[src/rtl/am_demod.sv]
// AM envelope demodulator: CORDIC-vectoring magnitude of each I/Q pair, leaky
// DC tracker high-pass, power-of-two audio gain with saturation.
// Ports:
//   CLK, RSTb         clock, asynchronous active-low reset
//   in_tick           one-cycle strobe, i_in/q_in valid
//   i_in, q_in        signed I/Q samples (BITS)
//   gain              audio left shift 0..7, used in the OUT state
//   audio_out         signed audio sample, registered (BITS)
//   out_tick          one-cycle strobe, audio_out valid
//   busy              high while a sample is in flight
//   overrun           one-cycle pulse when an in_tick was dropped
module am_demod #(
    parameter int unsigned BITS     = 16,
    parameter int unsigned ITER     = 12,
    parameter int unsigned DC_SHIFT = 8
) (
    input  logic            CLK,
    input  logic            RSTb,
    input  logic            in_tick,
    input  logic [BITS-1:0] i_in,
    input  logic [BITS-1:0] q_in,
    input  logic [2:0]      gain,
    output logic [BITS-1:0] audio_out,
    output logic            out_tick,
    output logic            busy,
    output logic            overrun
);

    localparam int unsigned XW     = BITS + 3;
    localparam int unsigned MAG_W  = BITS + 1;
    localparam int unsigned AC_W   = BITS + 2;
    localparam int unsigned DACC_W = AC_W + DC_SHIFT;
    localparam int unsigned SH_W   = AC_W + 7;
    localparam int unsigned KW     = 4;

    typedef enum logic [1:0] {IDLE, ROT, SCALE, OUT} state_t;

    state_t                    state, state_nxt;
    logic signed [XW-1:0]      x, x_nxt, y, y_nxt;
    logic        [KW-1:0]      k, k_nxt;
    logic        [MAG_W-1:0]   mag, mag_nxt;
    logic signed [DACC_W-1:0]  dc_acc, dc_acc_nxt;
    logic        [BITS-1:0]    audio_nxt;
    logic                      out_tick_nxt, busy_nxt, overrun_nxt;

    logic signed [XW-1:0]      i_ext, q_ext, x_shr, y_shr;
    logic signed [AC_W-1:0]    ac;
    logic signed [SH_W-1:0]    sh;
    logic        [BITS-1:0]    sat;

    // State and datapath registers
    always_ff @(posedge CLK or negedge RSTb) begin
        if (!RSTb) begin
            state     <= IDLE;
            x         <= '0;
            y         <= '0;
            k         <= '0;
            mag       <= '0;
            dc_acc    <= '0;
            audio_out <= '0;
            out_tick  <= 1'b0;
            busy      <= 1'b0;
            overrun   <= 1'b0;
        end else begin
            state     <= state_nxt;
            x         <= x_nxt;
            y         <= y_nxt;
            k         <= k_nxt;
            mag       <= mag_nxt;
            dc_acc    <= dc_acc_nxt;
            audio_out <= audio_nxt;
            out_tick  <= out_tick_nxt;
            busy      <= busy_nxt;
            overrun   <= overrun_nxt;
        end
    end

    // Next-state, datapath and output logic
    always_comb begin
        state_nxt    = state;
        x_nxt        = x;
        y_nxt        = y;
        k_nxt        = k;
        mag_nxt      = mag;
        dc_acc_nxt   = dc_acc;
        audio_nxt    = audio_out;
        out_tick_nxt = 1'b0;
        busy_nxt     = busy;
        overrun_nxt  = 1'b0;

        i_ext = XW'($signed(i_in));
        q_ext = XW'($signed(q_in));
        x_shr = x >>> k;
        y_shr = y >>> k;

        // High-passed sample: magnitude minus tracked DC
        ac = {1'b0, mag} - AC_W'(dc_acc >>> DC_SHIFT);
        sh = {{(SH_W-AC_W){ac[AC_W-1]}}, ac} << gain;

        // Clip to the signed BITS range when the shifted value no longer fits
        if (sh[SH_W-1:BITS-1] == '0 || sh[SH_W-1:BITS-1] == '1) begin
            sat = sh[BITS-1:0];
        end else if (sh[SH_W-1]) begin
            sat = {1'b1, {(BITS-1){1'b0}}};
        end else begin
            sat = {1'b0, {(BITS-1){1'b1}}};
        end

        // A strobe arriving while a sample is in flight is dropped
        if (in_tick && state != IDLE) begin
            overrun_nxt = 1'b1;
        end

        case (state)
            IDLE: begin
                if (in_tick) begin
                    // Pre-rotate into the right half-plane so CORDIC converges
                    if (i_in[BITS-1]) begin
                        x_nxt = -i_ext;
                        y_nxt = -q_ext;
                    end else begin
                        x_nxt = i_ext;
                        y_nxt = q_ext;
                    end
                    k_nxt     = '0;
                    busy_nxt  = 1'b1;
                    state_nxt = ROT;
                end
            end
            ROT: begin
                // Rotate towards y=0; both updates use the pre-rotation values
                if (!y[XW-1]) begin
                    x_nxt = x + y_shr;
                    y_nxt = y - x_shr;
                end else begin
                    x_nxt = x - y_shr;
                    y_nxt = y + x_shr;
                end
                k_nxt = k + KW'(1);
                if (k == KW'(ITER - 1)) begin
                    state_nxt = SCALE;
                end
            end
            SCALE: begin
                // Undo CORDIC gain (~0.60742) with truncated shift terms
                mag_nxt   = MAG_W'((x >>> 1) + (x >>> 3) - (x >>> 6) - (x >>> 9));
                state_nxt = OUT;
            end
            OUT: begin
                dc_acc_nxt   = dc_acc + {{DC_SHIFT{ac[AC_W-1]}}, ac};
                audio_nxt    = sat;
                out_tick_nxt = 1'b1;
                busy_nxt     = 1'b0;
                state_nxt    = IDLE;
            end
            default: begin
                state_nxt = IDLE;
            end
        endcase
    end

endmodule

[config.mk]
export PLATFORM = sky130hd
export DESIGN_NAME = am_demod
export DESIGN_NICKNAME = d
export VERILOG_FILES = /design/src/rtl/am_demod.sv
export SDC_FILE = /design/constraint.sdc
export NUM_CORES = 1
export LEC_CHECK = 0
export BUFFER_PORTS_ARGS = -buffer_cell sky130_fd_sc_hd__buf_2
export CORE_ASPECT_RATIO = 2
export CORE_UTILIZATION = 45
export DETAILED_ROUTE_END_ITERATION = 6
export GPL_ROUTABILITY_DRIVEN = 0
export PLACE_DENSITY_LB_ADDON = 0.25
export SLEW_MARGIN = 40
export SYNTH_ARGS = -nofsm -noshare
export SYNTH_HDL_FRONTEND = slang
export SYNTH_SLANG_ARGS = --single-unit
[constraint.sdc]
create_clock -name CLK -period 12.6 [get_ports CLK]
set_clock_uncertainty 0.2 [all_clocks]
set_input_delay 3.78 -clock CLK [delete_from_list [all_inputs] [get_ports CLK]]
set_output_delay 3.78 -clock CLK [all_outputs]
set_load 0.05 [all_outputs]
==> results.cfg <==
[yosys]
yosysWarningCount = 0
async_flop_share_pct = 100
synthDistinctLibCells = 79
ys_ff_latch = 106
synth_flop_cell = dfrtp_1
syn_area_um2 = 13300
ys_seq_area_share_pct = 20.0
synth_area_per_cell_um2 = 8.50
syn_inst = 1563
synth-edff-count = 0
syn_nets = 1743

[finish]
fin_nets = 1750
syn_to_final_growth_pct = 6.03
drive_above_1_share_pct = 10.8
fillers = 2855
fin_area_um2 = 14100

[cts]
root_buffer = clkbuf_16
insertion_delay_ns = 0.40
path_clk_slew_ns = 0.08
ctsHtreeMaxLevel = 3
cts_setup_buffers = 0
ctsHoldBuffers = 0
clock_sinks = 106
cts.repair.resized = 0
numCtsBuffers = 9
tritoncts = yes
clockBufferDepth = 2

[route]
antenna_left = 0
top_layer = met4
wl_met1_um = 12700
post-route-drc-count = 0
drt_first_iter_violations = 550
first_pass_iters = 5
post_drt_wl_per_cell_um = 19.7
viasPerCell = 6.23
met2_wirelength_um = 21300
route.met3.wl_um = 1210
drt_wl_total_um = 38200
vias = 12100

[setup_path]
critPathLaunchType = primary input
worstSetupStartpoint = i_in[5]
critPathRequiredTime_ns = 12.67
cp-end-kind = flop
crit-reg2reg-launch = k[0]
reg2reg_depth = 20
criticalPathCategory = primary input to flop
reg2reg_slack_ns = 6.48
crit_fanout = 4
cp_data_arrival_time_ns = 6.25
r2r_end = x[18]

[sta]
rsz0062_at_grt = false
worstMarginPinSlew_ns = 0.847
fin_crit_sh_pct = 49.1
setup_tns_ns = 0
layout_min_cycle_time_ns = 6.18
fmax_ghz = 0.162
slew_headroom_pct = 43.4
slew_violations = 0
hold_viol_final = 0
setup_viol = 0

[hold_path]
hold_class = flop to flop
worstHoldPathCells = 1
min_to = mag[11]
hp-start = mag[11]

[floorplanning]
die_area_um2 = 30300
rows = 88
io_pins = 57
start_util_pct = 45.9
chipHeight_um = 245
die_x_um = 124
core_um2 = 29000

[grt]
grt_max_degree = 71
grt_usage_pct = 26.1
grt_pass1_wl_um = 60500
grt_pass1_vias = 12200
grt_antenna_before_repair = 1
grt-ovfl-total = 0

[placed_design]
dpl_cell_area_um2 = 13800
io_buffers = 56
place_hpwl_um = 30000

[flow_run]
maxCapViolations = 0

[status]
outcome = completed
[area by class of cell]
class                   instances  area, um2  area share (%)
flip-flops and latches        106       2660            18.8
clock inverters                 7       78.8           0.560
clock buffers                   9        225            1.60
inverters                      95        357            2.53
multi-input cells            1289       9930            70.5
well taps                     360        450            3.20
diodes                          1       2.50          0.0178
repair buffers                 69        384            2.73
[placed cells by master, fill, tap and decap left out, drive strengths merged, types with 15 or more instances in the layout]
| master | Yosys | layout |
|---|---|---|
| o21a | 15 | 15 |
| or3 | 17 | 17 |
| nor3 | 48 | 48 |
| buf | 27 | 69 |
| nor2 | 150 | 150 |
| mux4 | 38 | 38 |
| ha | 111 | 111 |
| dfrtp | 106 | 106 |
| nand2b | 21 | 21 |
| o21ai | 104 | 104 |
| a21o | 26 | 26 |
| mux2i | 54 | 54 |
| o22ai | 26 | 26 |
| o31ai | 17 | 17 |
| a211oi | 23 | 23 |
| fa | 31 | 31 |
| inv | 95 | 99 |
| mux2 | 39 | 39 |
| nand3 | 25 | 25 |
| nand2 | 109 | 109 |
| xor2 | 43 | 43 |
| a21oi | 121 | 121 |
| xnor2 | 74 | 74 |
[logic make-up (layout without fill, tap and decap cells)]
family	Yosys count	after routing	synth area share, %
mux	131	131	14.2
flops	106	106	20.0
buf+inv	168	180	5.36
fa+ha+maj	142	142	15.1
compound gates	435	435	20.9
simple gates	464	464	16.8
xor+xnor	117	117	7.71
other cells	0	1	0
[cell usage after synthesis (14+ instances only)]
master	n	area, um2
a211oi_1	22	165
a21o_1	26	195
a21oi_1	121	606
clkbuf_1	46	173
dfrtp_1	106	2650
fa_1	31	621
ha_1	111	1390
inv_1	95	357
mux2_2	39	439
mux2i_1	54	541
mux4_2	25	563
nand2_1	108	405
nand2b_1	21	131
nand3_1	25	125
nand4_1	14	87.6
nor2_1	150	563
nor3_1	47	235
o21a_1	15	113
o21ai_0	96	480
o22ai_1	26	163
o31ai_1	17	128
or3_1	16	100
xnor2_1	74	648
xor2_1	43	377
[metal layers]
layer	track usage, %	vias up
met5	0	-
li1	-	5738
met2	50.8	320
met1	23.1	5856
met4	20.2	0
met3	3.51	156
[critical path, stage by stage]
cell	delay, ns
buf_2	0.12
or4_1	0.57
or3_1	0.41
or4_1	0.47
o41ai_1	0.36
xor2_1	0.19
nor2_1	0.06
a211oi_1	0.23
a21oi_1	0.06
[sequential cells by signal, indices dropped and copies added (netlist names), 2 cells and up]
| signal | cells |
|---|---|
| state | 2 |
| dc_acc | 26 |
| y | 19 |
| audio_out | 16 |
| x | 19 |
| mag | 17 |
| k | 4 |
[through the flow]
| stage | setup WS (ns) | utilization [%] | std cells | hold slack (ns) |
|---|---|---|---|---|
| after floorplan | 6.42 | - | 1563 | 0.258 |
| after global placement | 6.02 | 47.6 | 1919 | 0.270 |
| after detailed placement | 6.01 | 47.6 | 1919 | 0.280 |
| after CTS | 6.44 | 48.6 | 1935 | 0.299 |
| after global routing | 6.07 | 48.6 | 1935 | 0.313 |
| final | 6.42 | 48.6 | 1936 | 0.291 |
[worst max path at each step]
stage	cells past startpoint	end	slack, ns
3_5_place_dp	9	x[14]	6.01
3_3_place_gp	9	x[14]	6.02
6_report	9	x[14]	6.42
5_1_grt	20	x[18]	6.07
2_1_floorplan	8	x[14]	6.42
4_1_cts	9	x[14]	6.44
Power is left out: the tool's default activity adds up to more than one toggle a clock period on the data nets, which glitch-free logic cannot reach.
